### src/rtl/lut_sxx_chain_if.sv
// rtl/lut_sxx_chain_if.sv - user/config bus for the chained LUT block
interface lut_sxx_chain_if #(
  parameter int ADDR_W = 7,
  parameter int STAGES = 2
);
  logic [ADDR_W-1:0] addr;
  logic              ce;
  logic              config_en;
  logic              config_in;
  logic              config_out;
  logic              config_done;
  logic [STAGES-1:0] stage_out;
  logic              out;

  modport master (
    output addr, ce, config_en, config_in,
    input  config_out, config_done, stage_out, out
  );

  modport slave (
    input  addr, ce, config_en, config_in,
    output config_out, config_done, stage_out, out
  );
endinterface

### src/rtl/lut_sxx_chain.sv
// rtl/lut_sxx_chain.sv - serially configured chain of LUT stages
// Stage k feeds its output in as the index MSB of stage k+1.
module lut_sxx_chain #(
  parameter int INPUTS   = 4,
  parameter int STAGES   = 2,
  parameter int MEM_SIZE = 2**INPUTS
) (
  input  logic            clk,
  input  logic            rst_n,
  lut_sxx_chain_if.slave  sxx
);
  localparam int ADDR_W = INPUTS + (STAGES-1)*(INPUTS-1);
  localparam int CFG_W  = STAGES*MEM_SIZE + 1;
  localparam int CNT_W  = $clog2(CFG_W+1);
  localparam logic [CNT_W-1:0] CNT_MAX = CNT_W'(CFG_W);

  logic [CFG_W-1:0]  cfg_q, cfg_d;
  logic [CNT_W-1:0]  cnt_q, cnt_d;
  logic              done_q, done_d;
  logic              out_q, out_d;
  logic [STAGES-1:0] stage_raw;

  genvar k;
  for (k = 0; k < STAGES; k++) begin : g_stage
    localparam int TBL_HI = (STAGES-k)*MEM_SIZE - 1;
    logic [MEM_SIZE-1:0] tbl;
    logic [INPUTS-1:0]   idx;
    assign tbl = cfg_q[TBL_HI -: MEM_SIZE];
    if (k == 0) begin : g_first
      assign idx = sxx.addr[ADDR_W-1 -: INPUTS];
    end else begin : g_next
      assign idx = {stage_raw[k-1], sxx.addr[ADDR_W-INPUTS-(k-1)*(INPUTS-1)-1 -: INPUTS-1]};
    end
    assign stage_raw[k] = tbl[idx];
  end

  always_comb begin
    cfg_d  = cfg_q;
    cnt_d  = cnt_q;
    out_d  = out_q;
    if (sxx.config_en) begin
      cfg_d = {sxx.config_in, cfg_q[CFG_W-1:1]};
      if (cnt_q != CNT_MAX) cnt_d = cnt_q + CNT_W'(1);
    end
    done_d = (cnt_d == CNT_MAX);
    // A shift on the same edge wins over the output register capture.
    if (sxx.ce && done_q && !sxx.config_en) out_d = stage_raw[STAGES-1];
  end

  always_ff @(posedge clk or negedge rst_n) begin
    if (!rst_n) begin
      cfg_q  <= '0;
      cnt_q  <= '0;
      done_q <= 1'b0;
      out_q  <= 1'b0;
    end else begin
      cfg_q  <= cfg_d;
      cnt_q  <= cnt_d;
      done_q <= done_d;
      out_q  <= out_d;
    end
  end

  assign sxx.config_out  = cfg_q[0];
  assign sxx.config_done = done_q;
  assign sxx.stage_out   = done_q ? stage_raw : '0;
  assign sxx.out         = !done_q ? 1'b0 :
                           (cfg_q[CFG_W-1] ? out_q : stage_raw[STAGES-1]);
endmodule

### src/flat_wrapper.sv
// flat-port wrapper written by rule: the top's interface ports become plain ports
module lut_sxx_chain_flat 
#(
  parameter int INPUTS   = 4,
  parameter int STAGES   = 2,
  parameter int MEM_SIZE = 2**INPUTS
)
  (clk, rst_n, sxx_addr, sxx_ce, sxx_config_en, sxx_config_in, sxx_config_out, sxx_config_done, sxx_stage_out, sxx_out);
  lut_sxx_chain_if #(.ADDR_W(7), .STAGES(STAGES)) sxx_i ();
  input  logic clk;
  input  logic rst_n;
  input wire logic [$bits(sxx_i.addr)-1:0] sxx_addr;
  input wire logic [$bits(sxx_i.ce)-1:0] sxx_ce;
  input wire logic [$bits(sxx_i.config_en)-1:0] sxx_config_en;
  input wire logic [$bits(sxx_i.config_in)-1:0] sxx_config_in;
  output wire logic [$bits(sxx_i.config_out)-1:0] sxx_config_out;
  output wire logic [$bits(sxx_i.config_done)-1:0] sxx_config_done;
  output wire logic [$bits(sxx_i.stage_out)-1:0] sxx_stage_out;
  output wire logic [$bits(sxx_i.out)-1:0] sxx_out;
  assign sxx_i.addr = sxx_addr;
  assign sxx_i.ce = sxx_ce;
  assign sxx_i.config_en = sxx_config_en;
  assign sxx_i.config_in = sxx_config_in;
  assign sxx_config_out = sxx_i.config_out;
  assign sxx_config_done = sxx_i.config_done;
  assign sxx_stage_out = sxx_i.stage_out;
  assign sxx_out = sxx_i.out;
  lut_sxx_chain #(.INPUTS(INPUTS), .STAGES(STAGES), .MEM_SIZE(MEM_SIZE)) u_core (.clk(clk), .rst_n(rst_n), .sxx(sxx_i));
endmodule
### config.mk
export PLATFORM = sky130hd
export DESIGN_NAME = lut_sxx_chain_flat
export DESIGN_NICKNAME = d
export VERILOG_FILES = /design/src/rtl/lut_sxx_chain_if.sv /design/src/rtl/lut_sxx_chain.sv /design/src/flat_wrapper.sv
export SDC_FILE = /design/constraint.sdc
export NUM_CORES = 1
export LEC_CHECK = 0
export BUFFER_PORTS_ARGS = -buffer_cell sky130_fd_sc_hd__buf_4
export CAP_MARGIN = 20
export CORE_MARGIN = 2
export CORE_UTILIZATION = 52
export CTS_BUF_LIST = sky130_fd_sc_hd__clkbuf_16
export DETAILED_ROUTE_END_ITERATION = 12
export GPL_ROUTABILITY_DRIVEN = 0
export PLACE_DENSITY = 0.74
export SYNTH_ARGS = -nofsm -noshare
export SYNTH_HDL_FRONTEND = slang
export SYNTH_SLANG_ARGS = --single-unit
### constraint.sdc
create_clock -name clk -period 1.57 [get_ports clk]
set_clock_uncertainty 0.15 [all_clocks]
set_input_delay 0.2355 -clock clk [delete_from_list [all_inputs] [get_ports clk]]
set_output_delay 0.2355 -clock clk [all_outputs]
set_load 0.01 [all_outputs]
**Word-level counts from Yosys, hierarchy flattened**

Cells that the tools add are included.

- Register bits: 41
- Latch bits: 0
- RAM bits: 0
- Bits in read-only memories: 0
- Output and inout port bits: 5
- Logic and storage cells: 21
- Memories: 0

- Add/sub/neg operators: 1
- Multiply operators: 0
- Div/mod/pow operators: 0
- $lt $le $gt $ge: 2
- Eq/ne operators: 2
- Shift-type cells: 0
- Multiplexer cells: 9
- Bitwise logic cells: 0
- Reduce and logical (&&, ||, !) cells: 3

Operators with widths:

| operator | count |
|---|---|
| 6-bit 2-to-1 mux | 2 |
| 4-bit by 5-bit < comparator with 1-bit output, second input constant | 2 |
| 1-bit binary-select mux with 4-bit select | 2 |
| 6-bit by 1-bit adder with 6-bit output, second input constant | 1 |
| 6-bit == test, second input constant | 1 |
| 6-bit inequality test, second input constant | 1 |
| 1-bit 2-to-1 mux | 4 |
| 1-bit logical AND | 2 |
| 2-bit 2-to-1 mux | 1 |
| 1-bit zero test | 1 |

**Depth between registers and ports, before layout**

- Depth in word-level cells: 6
- Mapped depth: 5

**Worst setup path after synthesis**

Ideal clock, no wire load.

- Kind: reg-to-output
- From: reg u_core.cfg_q[31]
- To: out sxx_stage_out[1]
- Arrival time: 1.418 ns
- Data required time: 1.184 ns
- Slack: -0.234 ns
- Cell stages (with the launch flop): 5
- Buffers on the path: 0
- Cells stage by stage: dfrtp_1 > mux4_2 > a22oi_2 > a21oi_2 > nor3_1

- Word-level cells in the longest chain between the ends: 5

Ends and longest elaborated chain:

| element | line | RTL |
|---|---|---|
| start: declaration | lut_sxx_chain.sv:17 | `logic [CFG_W-1:0] cfg_q, cfg_d;` |
| start signal: assignment | lut_sxx_chain.sv:57 | `cfg_q <= cfg_d;` |
| 1-bit binary-select mux with 4-bit select | lut_sxx_chain.sv:34 | `assign stage_raw[k] = tbl[idx];` |
| 1-bit 2-to-1 mux (not written as such) | lut_sxx_chain.sv:34 |  |
| 1-bit binary-select mux with 4-bit select | lut_sxx_chain.sv:34 |  |
| 1-bit 2-to-1 mux (not written as such) | lut_sxx_chain.sv:34 |  |
| 2-bit 2-to-1 mux | lut_sxx_chain.sv:66 | `assign sxx.stage_out = done_q ? stage_raw : '0;` |
| end: declaration | flat_wrapper.sv:18 | `output wire logic [$bits(sxx_i.stage_out)-1:0] sxx_stage_out;` |

No other way between the ends. The select of a mux whose other input is x is not followed.

**Worst setup path after layout**

- From: reg u_core.cfg_q[31]
- To: out sxx_out

- Word-level cells in the longest chain between the ends: 6

Ends and longest elaborated chain:

| element | line | RTL |
|---|---|---|
| 1-bit binary-select mux with 4-bit select | lut_sxx_chain.sv:34 |  |
| 1-bit 2-to-1 mux (not written as such) | lut_sxx_chain.sv:34 |  |
| 1-bit binary-select mux with 4-bit select | lut_sxx_chain.sv:34 |  |
| 1-bit 2-to-1 mux (not written as such) | lut_sxx_chain.sv:34 |  |
| 1-bit 2-to-1 mux | lut_sxx_chain.sv:68 | `(cfg_q[CFG_W-1] ? out_q : stage_raw[STAGES-1]);` |
| 1-bit 2-to-1 mux | lut_sxx_chain.sv:67 | `assign sxx.out = !done_q ? 1'b0 :` |
| end: declaration | flat_wrapper.sv:19 | `output wire logic [$bits(sxx_i.out)-1:0] sxx_out;` |

No other way between the ends. The select of a mux whose other input is x is not followed.

==> impl_summary.log <==
[metrics] WP data required: roughly 1.2 ns
[metrics] number of remaining DRC errors: 0
[metrics] antenna fix cells: 0
[metrics] antenna-violating nets left: 0
[metrics] buffers from clock root to sink, at most: 2
[metrics] number of maximum-capacitance violations: 0
[metrics] DRT Pass-1 Iters: 5
[metrics] highest fanout seen on the critical path: 2
[metrics] master cell of the clock root buffer: sky130_fd_sc_hd__clkbuf_16
[metrics] start-to-end type of the worst setup path: flop to output port
[metrics] power per unit of standard cell area: approximately 1700 mW/mm²
[metrics] failing checks: negative setup slack
[metrics] highest ir drop seen on vdd: approximately 1.1 mV
[metrics] clock transition time at the flip-flop clock pins of the worst setup and hold paths: ~0.06 ns
[metrics] die area: 0.004260 mm²
[metrics] Die Y-Extent: 65.27 µm
[metrics] part of the Yosys area used for sequential elements: 52.56%
[metrics] routed wirelength normalized by instance count: about 16 µm
[metrics] width of the chip: roughly 65 µm
[metrics] yosys warns: 0
[metrics] Hold Slack: ~0.032 ns
[metrics] grt total ovfl: 0
[metrics] fraction of layout instances using a drive strength above 1: 58.12%
[metrics] I/O pin cnt: 17
[metrics] Final Net Count: slightly above 200
[metrics] number of slew-limit violations in the final report: 0
[metrics] half-perimeter wire length after detailed placement: roughly 2700 µm
[metrics] count of unique library cells instantiated by Yosys: 28
[metrics] clock buffers created by TritonCTS: 5
[metrics] TritonCTS clock tree: yes
[metrics] first-pass GRT wire length: ~6500 µm
[metrics] number of enable flip-flop cells after synthesis: 0
[metrics] violation count after the first detailed-routing iteration: 46
[metrics] Total Wirelength: 3875 µm
[metrics] Met2 Routed Length: between 2000 and 2500 µm
[metrics] net count after synthesis: between 150 and 200
[metrics] standby leakage power: roughly 1.2 nW
[metrics] syn_area_per_cell: 14.14 µm²
[metrics] number of global-route vias before repair: between 1,000 and 1,500
[metrics] highest-count cells in the layout ignoring fill and taps: 47 x sky130_fd_sc_hd__buf_4, 41 x sky130_fd_sc_hd__dfrtp_1, 34 x sky130_fd_sc_hd__mux2_2, 8 x sky130_fd_sc_hd__nand2_1, 8 x sky130_fd_sc_hd__mux4_2
[metrics] min Tclk post-route: ~2.3 ns
[metrics] H-tree level count: 2
[metrics] sum of routed wire segments on met1: approximately 1600 µm
[metrics] Initial Utilization: between 50% and 60%
[metrics] total chip power: about 4.4 mW
[metrics] category of the worst setup path capture point: output port
[metrics] count of buffers inserted at the top-level ports: 16
[metrics] relative slew slack: 65.98%
[metrics] count of non-filler cells in the finished layout: roughly 240
[metrics] Mapped Cells: between 100 and 150
[metrics] number of synthesized register bits: roughly 40
[metrics] predominant post-synthesis flop cell: sky130_fd_sc_hd__dfrtp_1
[metrics] type of the worst min-delay path: input pin to flop
[metrics] total standard cell area after synthesis: between 0.0015 and 0.002 mm²
[metrics] total via count after detailed routing: between 1,000 and 1,500
[metrics] amount of wire on met3 after detailed routing: about 150 µm
[metrics] ys async rst share: 100.0%
[metrics] overall fraction of global-route tracks in use: between 20% and 30%
[metrics] arrival time of data at the critical path endpoint: about 1.9 ns
[metrics] pin count of the biggest net entering global routing: 42
[metrics] placed cell count: approximately 230
[metrics] most common library cell in the layout ignoring fill and taps: sky130_fd_sc_hd__buf_4
[metrics] Std-Cell Core Area: between 0.003 and 0.004 mm²
[metrics] final-report hold violation count: 0
[metrics] num rows: 22
[metrics] drt via density: between 5 and 6
[metrics] achievable frequency: between 0.4 and 0.5 GHz
[metrics] initial antenna violation count: 0
[metrics] Layout Area Growth over Synthesis: 32.18%
[metrics] clock latency on the worst-skew pair: around 0.29 ns
[metrics] unrepaired setup endpoints after global routing: true
[metrics] Final Worst Setup Slack: -0.7028 ns
[metrics] transition time of the tightest slew-check pin: 0.5103 ns
[metrics] status: finished with violations
[metrics] post-layout utilization of the core: 71.01%
[metrics] CTS sink count: 41
[metrics] Top Layer Used: met4
[metrics] post-route clock period utilization: 144.8%
[metrics] Setup-failing EPs final: 4
[metrics] critical path launch point type: flop
-- metrics by stage --
step           TNS, ns  setup slack [ns]  area [µm²]
3_3_place_gp    -1.244           -0.4075        2323
5_1_grt         -2.559           -0.7641        2580
2_1_floorplan  -0.5370           -0.2181        1957
3_5_place_dp    -1.378           -0.4303        2323
6_report        -2.276           -0.7028        2580
4_1_cts         -2.224           -0.7028        2536
-- final cells by class --
class | count | area (µm²)
Fill cell | 275 | 1054
Multi-Input combinational cell | 89 | 933.4
Timing Repair Buffer | 49 | 374.1
Clock buffer | 5 | 125.1
Tap cell | 48 | 60.06
Sequential cell | 41 | 1026
Clock inverter | 3 | 46.29
Inverter | 4 | 15.01
-- report_power, final --
group	switching, mW	internal [mW]	leakage, nW
Clock	0.412	0.751	0.0800
Sequential	0.312	1.46	0.513
Combinational	0.561	0.953	0.596
-- flip-flops by register name (all words and copies together), names as in the netlist --
name	count
u_core.cfg_q	33
u_core.sxx.config_done	1
u_core.cnt_q	6
u_core.out_q	1
-- cells in the mapped netlist, types with 2 or more instances --
cell type,count,area [µm²]
sky130_fd_sc_hd__a22oi_2,2,25.02
sky130_fd_sc_hd__inv_1,4,15.01
sky130_fd_sc_hd__nand3_1,3,15.01
sky130_fd_sc_hd__a22o_1,2,17.52
sky130_fd_sc_hd__ha_1,2,25.02
sky130_fd_sc_hd__mux2_2,35,394.1
sky130_fd_sc_hd__buf_1,3,11.26
sky130_fd_sc_hd__nor2_1,4,15.01
sky130_fd_sc_hd__xnor2_1,3,26.28
sky130_fd_sc_hd__a31o_2,2,17.52
sky130_fd_sc_hd__nand4_1,4,25.02
sky130_fd_sc_hd__nor3_1,3,15.01
sky130_fd_sc_hd__dfrtp_1,41,1026
sky130_fd_sc_hd__mux4_2,8,180.2
sky130_fd_sc_hd__a21oi_1,2,10.01
sky130_fd_sc_hd__nand2_1,8,30.03
-- path summary, 6_finish.rpt --
check / end / depth (start not counted) / from / slack [ns]
max in group asynchronous: u_core.cfg_q[16] / 2 / rst_n / 0.60
hold / removal: u_core.cfg_q[32] / 2 / sxx_config_in / 0.03
min in group asynchronous: u_core.cfg_q[7] / 2 / rst_n / 0.32
setup reg to reg: u_core.out_q / 5 / u_core.cfg_q[24] / -0.30
setup / recovery: sxx_out / 5 / u_core.cfg_q[31] / -0.70
hold reg to reg: u_core.cfg_q[17] / 1 / u_core.cfg_q[17] / 0.38
-- worst max-delay path, stage by stage (launching register included) --
cell,delay [ns]
sky130_fd_sc_hd__dfrtp_1,0.40
sky130_fd_sc_hd__mux4_2,0.51
sky130_fd_sc_hd__a22o_1,0.27
sky130_fd_sc_hd__o211ai_1,0.17
sky130_fd_sc_hd__nand3_1,0.11
sky130_fd_sc_hd__buf_4,0.16
-- cells by family (layout without fill, tap and decap cells) --
kind of cell | Yosys count | in the layout | share of synthesized area, %
buf+inv | 8 | 61 | 1.602
mux | 43 | 43 | 29.42
xor+xnor | 4 | 4 | 1.795
fa+ha+maj | 2 | 2 | 1.282
simple gates | 26 | 26 | 7.115
compound gates | 14 | 14 | 6.218
flops | 41 | 41 | 52.56
-- per-layer routing --
layer  track usage, %  vias to the layer above
met5                0                        -
met4            7.031                        0
met3            5.137                       15
met2            37.76                       41
met1            23.33                      681
li1                 -                      617
-- what timing repair did --
item | in CTS | in global routing
hold buffers | 1 | 0
pin swaps | 4 | 7
gates resized for setup | 3 | 4
buffers inserted | 3 | 5
endpoints found under the setup margin | 4 | 5
endpoints found under the hold margin | 41 | 0
(Power assumes the default switching activity.)
